<file path="src/rtl/operand_fetch_stage.sv">
// operand_fetch_stage
//   Decode-side operand fetch. This block holds the architectural register
//   file (x0 hardwired to zero) with NUM_WB write-back ports and same-cycle
//   write-back bypass. It detects load-use hazards with a LOAD_BUBBLES-deep
//   scoreboard and drives a single pipeline register into execute.
//
// Ports
//   of_clk, of_rst        clock, synchronous active-high reset
//   of_i_*                decoded instruction from the decoder
//   of_i_stall/of_i_flush downstream stall and flush
//   of_wb_we/addr/data    NUM_WB packed write-back ports; a higher index
//                         is a younger producer
//   of_o_*                registered instruction and operands to execute
//   of_o_stall/of_o_flush combinational stall and flush back to the decoder
module operand_fetch_stage #(
  parameter int unsigned DWIDTH       = 32,
  parameter int unsigned AWIDTH       = 5,
  parameter int unsigned PC_WIDTH     = 32,
  parameter int unsigned NUM_WB       = 2,
  parameter int unsigned LOAD_BUBBLES = 1
) (
  input  logic                     of_clk,
  input  logic                     of_rst,
  input  logic                     of_i_ce,
  input  logic [PC_WIDTH-1:0]      of_i_pc,
  input  logic [AWIDTH-1:0]        of_i_addr_rs1,
  input  logic [AWIDTH-1:0]        of_i_addr_rs2,
  input  logic                     of_i_use_rs1,
  input  logic                     of_i_use_rs2,
  input  logic [AWIDTH-1:0]        of_i_addr_rd,
  input  logic                     of_i_rd_we,
  input  logic                     of_i_is_load,
  input  logic                     of_i_stall,
  input  logic                     of_i_flush,
  input  logic [NUM_WB-1:0]        of_wb_we,
  input  logic [NUM_WB*AWIDTH-1:0] of_wb_addr,
  input  logic [NUM_WB*DWIDTH-1:0] of_wb_data,
  output logic                     of_o_ce,
  output logic [PC_WIDTH-1:0]      of_o_pc,
  output logic [DWIDTH-1:0]        of_o_rs1_data,
  output logic [DWIDTH-1:0]        of_o_rs2_data,
  output logic [AWIDTH-1:0]        of_o_addr_rd,
  output logic                     of_o_rd_we,
  output logic                     of_o_is_load,
  output logic                     of_o_stall,
  output logic                     of_o_flush
);

  localparam int unsigned NREG = 1 << AWIDTH;

  // Register file
  logic [DWIDTH-1:0] r_regs [NREG];

  // Load scoreboard: entry j is a load that left this stage j+1 edges ago
  logic [LOAD_BUBBLES-1:0] r_sb_vld;
  logic [AWIDTH-1:0]       r_sb_rd [LOAD_BUBBLES];

  // Output pipeline register
  logic                r_ce;
  logic [PC_WIDTH-1:0] r_pc;
  logic [DWIDTH-1:0]   r_rs1_data;
  logic [DWIDTH-1:0]   r_rs2_data;
  logic [AWIDTH-1:0]   r_addr_rd;
  logic                r_rd_we;
  logic                r_is_load;
  // Source addresses of the held instruction, used to refresh operands
  // that are overwritten by write-back while execute is stalled
  logic [AWIDTH-1:0]   r_src1;
  logic [AWIDTH-1:0]   r_src2;

  logic [DWIDTH-1:0] w_rs1_byp;
  logic [DWIDTH-1:0] w_rs2_byp;
  logic [DWIDTH-1:0] w_held1;
  logic [DWIDTH-1:0] w_held2;
  logic              w_sb_hit;
  logic              w_hazard;
  logic              w_advance;
  logic              w_capture;
  logic              w_push;

  // Read with bypass. Ports are scanned in ascending order so the last
  // match, the youngest producer, wins.
  always_comb begin
    w_rs1_byp = r_regs[of_i_addr_rs1];
    w_rs2_byp = r_regs[of_i_addr_rs2];
    w_held1   = r_rs1_data;
    w_held2   = r_rs2_data;
    for (int unsigned k = 0; k < NUM_WB; k++) begin
      if (of_wb_we[k]) begin
        if (of_wb_addr[k*AWIDTH +: AWIDTH] == of_i_addr_rs1)
          w_rs1_byp = of_wb_data[k*DWIDTH +: DWIDTH];
        if (of_wb_addr[k*AWIDTH +: AWIDTH] == of_i_addr_rs2)
          w_rs2_byp = of_wb_data[k*DWIDTH +: DWIDTH];
        if (of_wb_addr[k*AWIDTH +: AWIDTH] == r_src1)
          w_held1 = of_wb_data[k*DWIDTH +: DWIDTH];
        if (of_wb_addr[k*AWIDTH +: AWIDTH] == r_src2)
          w_held2 = of_wb_data[k*DWIDTH +: DWIDTH];
      end
    end
    if (of_i_addr_rs1 == '0) w_rs1_byp = '0;
    if (of_i_addr_rs2 == '0) w_rs2_byp = '0;
    if (r_src1 == '0)        w_held1   = r_rs1_data;
    if (r_src2 == '0)        w_held2   = r_rs2_data;
  end

  // Scoreboard entries never hold rd=0, so x0 sources cannot match.
  always_comb begin
    w_sb_hit = 1'b0;
    for (int unsigned j = 0; j < LOAD_BUBBLES; j++) begin
      if (r_sb_vld[j] &&
          ((of_i_use_rs1 && (r_sb_rd[j] == of_i_addr_rs1)) ||
           (of_i_use_rs2 && (r_sb_rd[j] == of_i_addr_rs2))))
        w_sb_hit = 1'b1;
    end
  end

  assign w_hazard  = of_i_ce & w_sb_hit;
  assign w_advance = ~of_i_stall | of_i_flush;
  assign w_capture = ~of_i_flush & ~of_i_stall & ~w_hazard;
  assign w_push    = w_capture & of_i_ce & of_i_is_load & of_i_rd_we &
                     (of_i_addr_rd != '0);

  assign of_o_stall = of_i_stall | w_hazard;
  assign of_o_flush = of_i_flush;

  // Register file write; with equal addresses the later (higher k)
  // non-blocking assignment wins.
  always_ff @(posedge of_clk) begin
    if (of_rst) begin
      for (int unsigned i = 0; i < NREG; i++) r_regs[i] <= '0;
    end else begin
      for (int unsigned k = 0; k < NUM_WB; k++) begin
        if (of_wb_we[k] && (of_wb_addr[k*AWIDTH +: AWIDTH] != '0))
          r_regs[of_wb_addr[k*AWIDTH +: AWIDTH]] <= of_wb_data[k*DWIDTH +: DWIDTH];
      end
    end
  end

  // Scoreboard shift; stalled cycles do not age pending loads.
  always_ff @(posedge of_clk) begin
    if (of_rst) begin
      r_sb_vld <= '0;
      for (int unsigned j = 0; j < LOAD_BUBBLES; j++) r_sb_rd[j] <= '0;
    end else if (w_advance) begin
      r_sb_vld[0] <= w_push;
      r_sb_rd[0]  <= of_i_addr_rd;
      for (int unsigned j = 1; j < LOAD_BUBBLES; j++) begin
        r_sb_vld[j] <= r_sb_vld[j-1];
        r_sb_rd[j]  <= r_sb_rd[j-1];
      end
    end
  end

  // Output register: flush > stall (hold + refresh) > hazard bubble > capture
  always_ff @(posedge of_clk) begin
    if (of_rst) begin
      r_ce       <= 1'b0;
      r_pc       <= '0;
      r_rs1_data <= '0;
      r_rs2_data <= '0;
      r_addr_rd  <= '0;
      r_rd_we    <= 1'b0;
      r_is_load  <= 1'b0;
      r_src1     <= '0;
      r_src2     <= '0;
    end else if (of_i_flush) begin
      r_ce <= 1'b0;
    end else if (of_i_stall) begin
      r_rs1_data <= w_held1;
      r_rs2_data <= w_held2;
    end else if (w_hazard) begin
      r_ce <= 1'b0;
    end else begin
      r_ce       <= of_i_ce;
      r_pc       <= of_i_pc;
      r_rs1_data <= w_rs1_byp;
      r_rs2_data <= w_rs2_byp;
      r_addr_rd  <= of_i_addr_rd;
      r_rd_we    <= of_i_rd_we;
      r_is_load  <= of_i_is_load;
      r_src1     <= of_i_addr_rs1;
      r_src2     <= of_i_addr_rs2;
    end
  end

  assign of_o_ce       = r_ce;
  assign of_o_pc       = r_pc;
  assign of_o_rs1_data = r_rs1_data;
  assign of_o_rs2_data = r_rs2_data;
  assign of_o_addr_rd  = r_addr_rd;
  assign of_o_rd_we    = r_rd_we;
  assign of_o_is_load  = r_is_load;

endmodule

</file>
<file path="config.mk">
export PLATFORM = sky130hd
export DESIGN_NAME = operand_fetch_stage
export DESIGN_NICKNAME = d
export VERILOG_FILES = /design/src/rtl/operand_fetch_stage.sv
export SDC_FILE = /design/constraint.sdc
export NUM_CORES = 2
export LEC_CHECK = 0
export CAP_MARGIN = 15
export CORE_MARGIN = 2
export CORE_UTILIZATION = 40
export DETAILED_ROUTE_END_ITERATION = 10
export GPL_TIMING_DRIVEN = 0
export PLACE_DENSITY = 0.58
export SLEW_MARGIN = 20
export SYNTH_ARGS = -nofsm -noshare
export SYNTH_HDL_FRONTEND = slang
export SYNTH_SLANG_ARGS = --single-unit
</file>
<file path="constraint.sdc">
create_clock -name of_clk -period 4.6 [get_ports of_clk]
set_clock_uncertainty 0.05 [all_clocks]
set_input_delay 0.69 -clock of_clk [delete_from_list [all_inputs] [get_ports of_clk]]
set_output_delay 0.69 -clock of_clk [all_outputs]
set_load 0.05 [all_outputs]
</file>
==> results.cfg <==
[placed_design]
hpwlAfterDp_mm = 251.5
port_buffers = 157
place_ws_ns = -0.6663
dp_cells = 7487
place.gp.congestion = 1.035
place_area_um2 = 72510

[routing]
dr.pass1.iters = 8
postRouteAntennaNets = 0
wirelength_mm = 344.1
drc_errors = 0
first_iter_violations = 10450
vias_per_cell = 7.432
wire_per_inst_um = 44.30
vias = 57740

[cells_and_area]
nNetsFinal = 5571
drive_above_1_share_pct = 17.21
final_core_util_pct = 46.71
final_area_um2 = 77160
fillers = 14930
area_growth_pct = 15.71
instances_no_fill = 7768

[die]
die_w_um = 412.3
ios = 238
core-area_um2 = 165200
die_area_um2 = 170000
num_rows = 149
start_util_pct = 40.37
fp.dieH_um = 412.3

[clock_network]
cts_setup_buffers = 0
h-tree-depth = 4
cts.clk_slew.worst_paths_ns = 0.06
numCtsBuffers = 137
postCtsResizedCells = 0
hold_buffers = 0
root_buffer = clkbuf_16
clk_latency_ns = 0.82
clockBufferDepth = 3
cts_tree = built
cts.sinks = 1144

[power_and_ir_drop]
p_int_mw = 20.02
vdd_drop_max_uv = 239.7
combPwrFrac_pct = 16.6
power.density_nw_per_um2 = 366.9
netSwitchingFraction_pct = 29.29
finalPower_mw = 28.31
total_leakage_power_nw = 26.71
seqPwrFrac_pct = 43.6
p_switching_mw = 8.291
power_frac_clock_pct = 39.8

[critical_path]
worst-path-max-fanout = 10
worstPathRequired_ns = 5.20
reg2reg_depth = 7
critPathKind = primary input to flip-flop
critical_path_arrival_ns = 5.44
cp-end-kind = flip-flop
start_kind = primary input

[min_path]
min_path_cells = 3
hold_path.class = primary input to flip-flop

[yosys]
yosys.area.top_type = edfxtp_1
syn_area_um2 = 66680
synth-main-ff-cell = edfxtp_1
synth_top_area_share_pct = 46.34
postSynthAreaPerCell_um2 = 13.22
ys_warn_count = 0
synth_edf_count = 1029
synth_common_cells = 1029 x edfxtp_1, 992 x a22o_1, 541 x clkbuf_1, 490 x mux2i_1, 354 x mux4_2
synth-seq-area-share_pct = 49.79
post-synth-top-count-cell = edfxtp_1
ys_seq_elements = 1144
synthTopCellsByArea = edfxtp_1 46%, a22o_1 13%, mux4_2 12%
synthCells = 5044
ys_async_sr_fraction_pct = 0
synth.distinct_cells = 68

[global_routing]
grt_usage_pct = 39.37
grt_pass1_vias = 53490
grt-ovfl-total = 0
grt_max_degree = 33
antenna_found_initial = 36
grt_pass1_wl_mm = 452.0

[flow_run]
maxCapViolCount = 0

[status]
status = complete, but fails checks
violations = setup timing

[timing]
maxSlewHeadroom_pct = 7.908
final-hold-violation-count = 0
setup_violations = 11
report.final.slew_viol_count = 0
rsz0062_at_grt = no
worstMarginPinSlew_ns = 1.381
period_share_pct = 105.2
max_freq_mhz = 206.7
min_period_ns = 4.838
setup_slack_ns = -0.2377
==> metrics by stage <==
step | TNS (ns) | hold WS (ns)
2_1_floorplan | 0 | 0.4811
4_1_cts | 0 | 0.2557
5_1_grt | 0 | 0.3110
3_3_place_gp | -1112.26 | 0.4242
3_5_place_dp | -16.94 | 0.4357
6_report | -0.9729 | 0.3067
==> cells in the final DEF (no fill, tap or decap), drive strengths merged, types with 12 or more instances in the layout <==
| cell | count |
|---|---|
| edfxtp | 1029 |
| a2111oi | 30 |
| dfxtp | 115 |
| or3 | 22 |
| a211o | 72 |
| a21oi | 100 |
| xor2 | 20 |
| o311ai | 32 |
| buf | 288 |
| nand2 | 47 |
| nor3 | 36 |
| clkbuf | 734 |
| mux4 | 354 |
| nor2 | 205 |
| a221o | 60 |
| a22oi | 64 |
| nand3 | 13 |
| o22ai | 31 |
| clkdlybuf4s50 | 157 |
| nand3b | 40 |
| o211ai | 35 |
| xnor2 | 30 |
| bufinv | 12 |
| inv | 102 |
| clkinv | 37 |
| o221a | 31 |
| diode | 31 |
| o221ai | 32 |
| o21ai | 70 |
| conb | 32 |
| a22o | 992 |
| a21o | 32 |
| a221oi | 127 |
| mux2i | 490 |
==> metal layers <==
metal | GRT usage [%] | vias to the layer above | part of all wire (%)
li1 | - | 21650 | -
met3 | 17.08 | 1284 | 16
met2 | 55.12 | 5550 | 41
met5 | 1.894 | - | 0.15
met1 | 47.89 | 29230 | 34
met4 | 28.80 | 23 | 8.9
==> power groups by stage <==
stage	Clock, mW	Sequential (mW)	Combinational (mW)
floorplan	0	12.6	2.30
finish	11.3	12.3	4.70
global route	11.5	12.4	4.67
global placement	0	12.5	4.28
detailed placement	0	12.5	4.42
CTS	11.2	12.3	4.43
==> path summary, 6_finish.rpt <==
| check | slack (ns) | startpoint | end |
|---|---|---|---|
| worst min-delay path | 0.31 | of_i_addr_rs1[3] | r_src1[3] |
| worst min register to register | 0.44 | of_o_addr_rd[4] | of_o_addr_rd[4] |
| worst max-delay path | -0.24 | of_i_addr_rs2[1] | of_o_rs2_data[11] |
| worst max register to register | 0.85 | r_sb_rd[0][1] | of_o_rs2_data[13] |
==> flip-flops by register name, summed over array words and instances, names as in the netlist <==
signal,flops
of_o_addr_rd,5
of_o_is_load,1
of_o_rs2_data,32
r_regs,1024
of_o_rd_we,1
r_sb_rd,5
r_sb_vld,1
r_src1,5
of_o_ce,1
r_src2,5
of_o_pc,32
of_o_rs1_data,32
==> worst max-delay path: stages <==
cell             delay [ns]
clkdlybuf4s50_1        0.55
buf_2                  0.61
xnor2_1                0.19
nand4_1                0.23
o21ai_2                0.85
clkbuf_1               0.90
a21oi_1                0.27
a2111oi_0              0.93
o311ai_1               0.19
==> logic make-up (layout without fill, tap and decap cells) <==
family / after synthesis / after routing / synth area share (%)
xor+xnor: 50 / 50 / 0.6567
other cells: 1 / 63 / 0.005624
buf+inv: 861 / 1334 / 5.464
mux: 844 / 844 / 19.31
flops: 1144 / 1144 / 49.79
simple gates: 419 / 419 / 3.040
compound gates: 1725 / 1725 / 21.73
==> cell type report <==
| cell class | instances | area, µm² | area share [%] |
|---|---|---|---|
| Timing Repair Buffer | 225 | 2603 | 3.373 |
| Multi-Input combinational cell | 3070 | 30380 | 39.37 |
| Clock inverter | 56 | 618.1 | 0.8011 |
| Tap cell | 2189 | 2739 | 3.550 |
| Sequential cell | 1144 | 33200 | 43.03 |
| Buffer | 763 | 3308 | 4.287 |
| Inverter | 98 | 367.9 | 0.4767 |
| Antenna cell | 31 | 77.57 | 0.1005 |
| Clock buffer | 192 | 3866 | 5.011 |
Power figures use the tool's default switching activity.
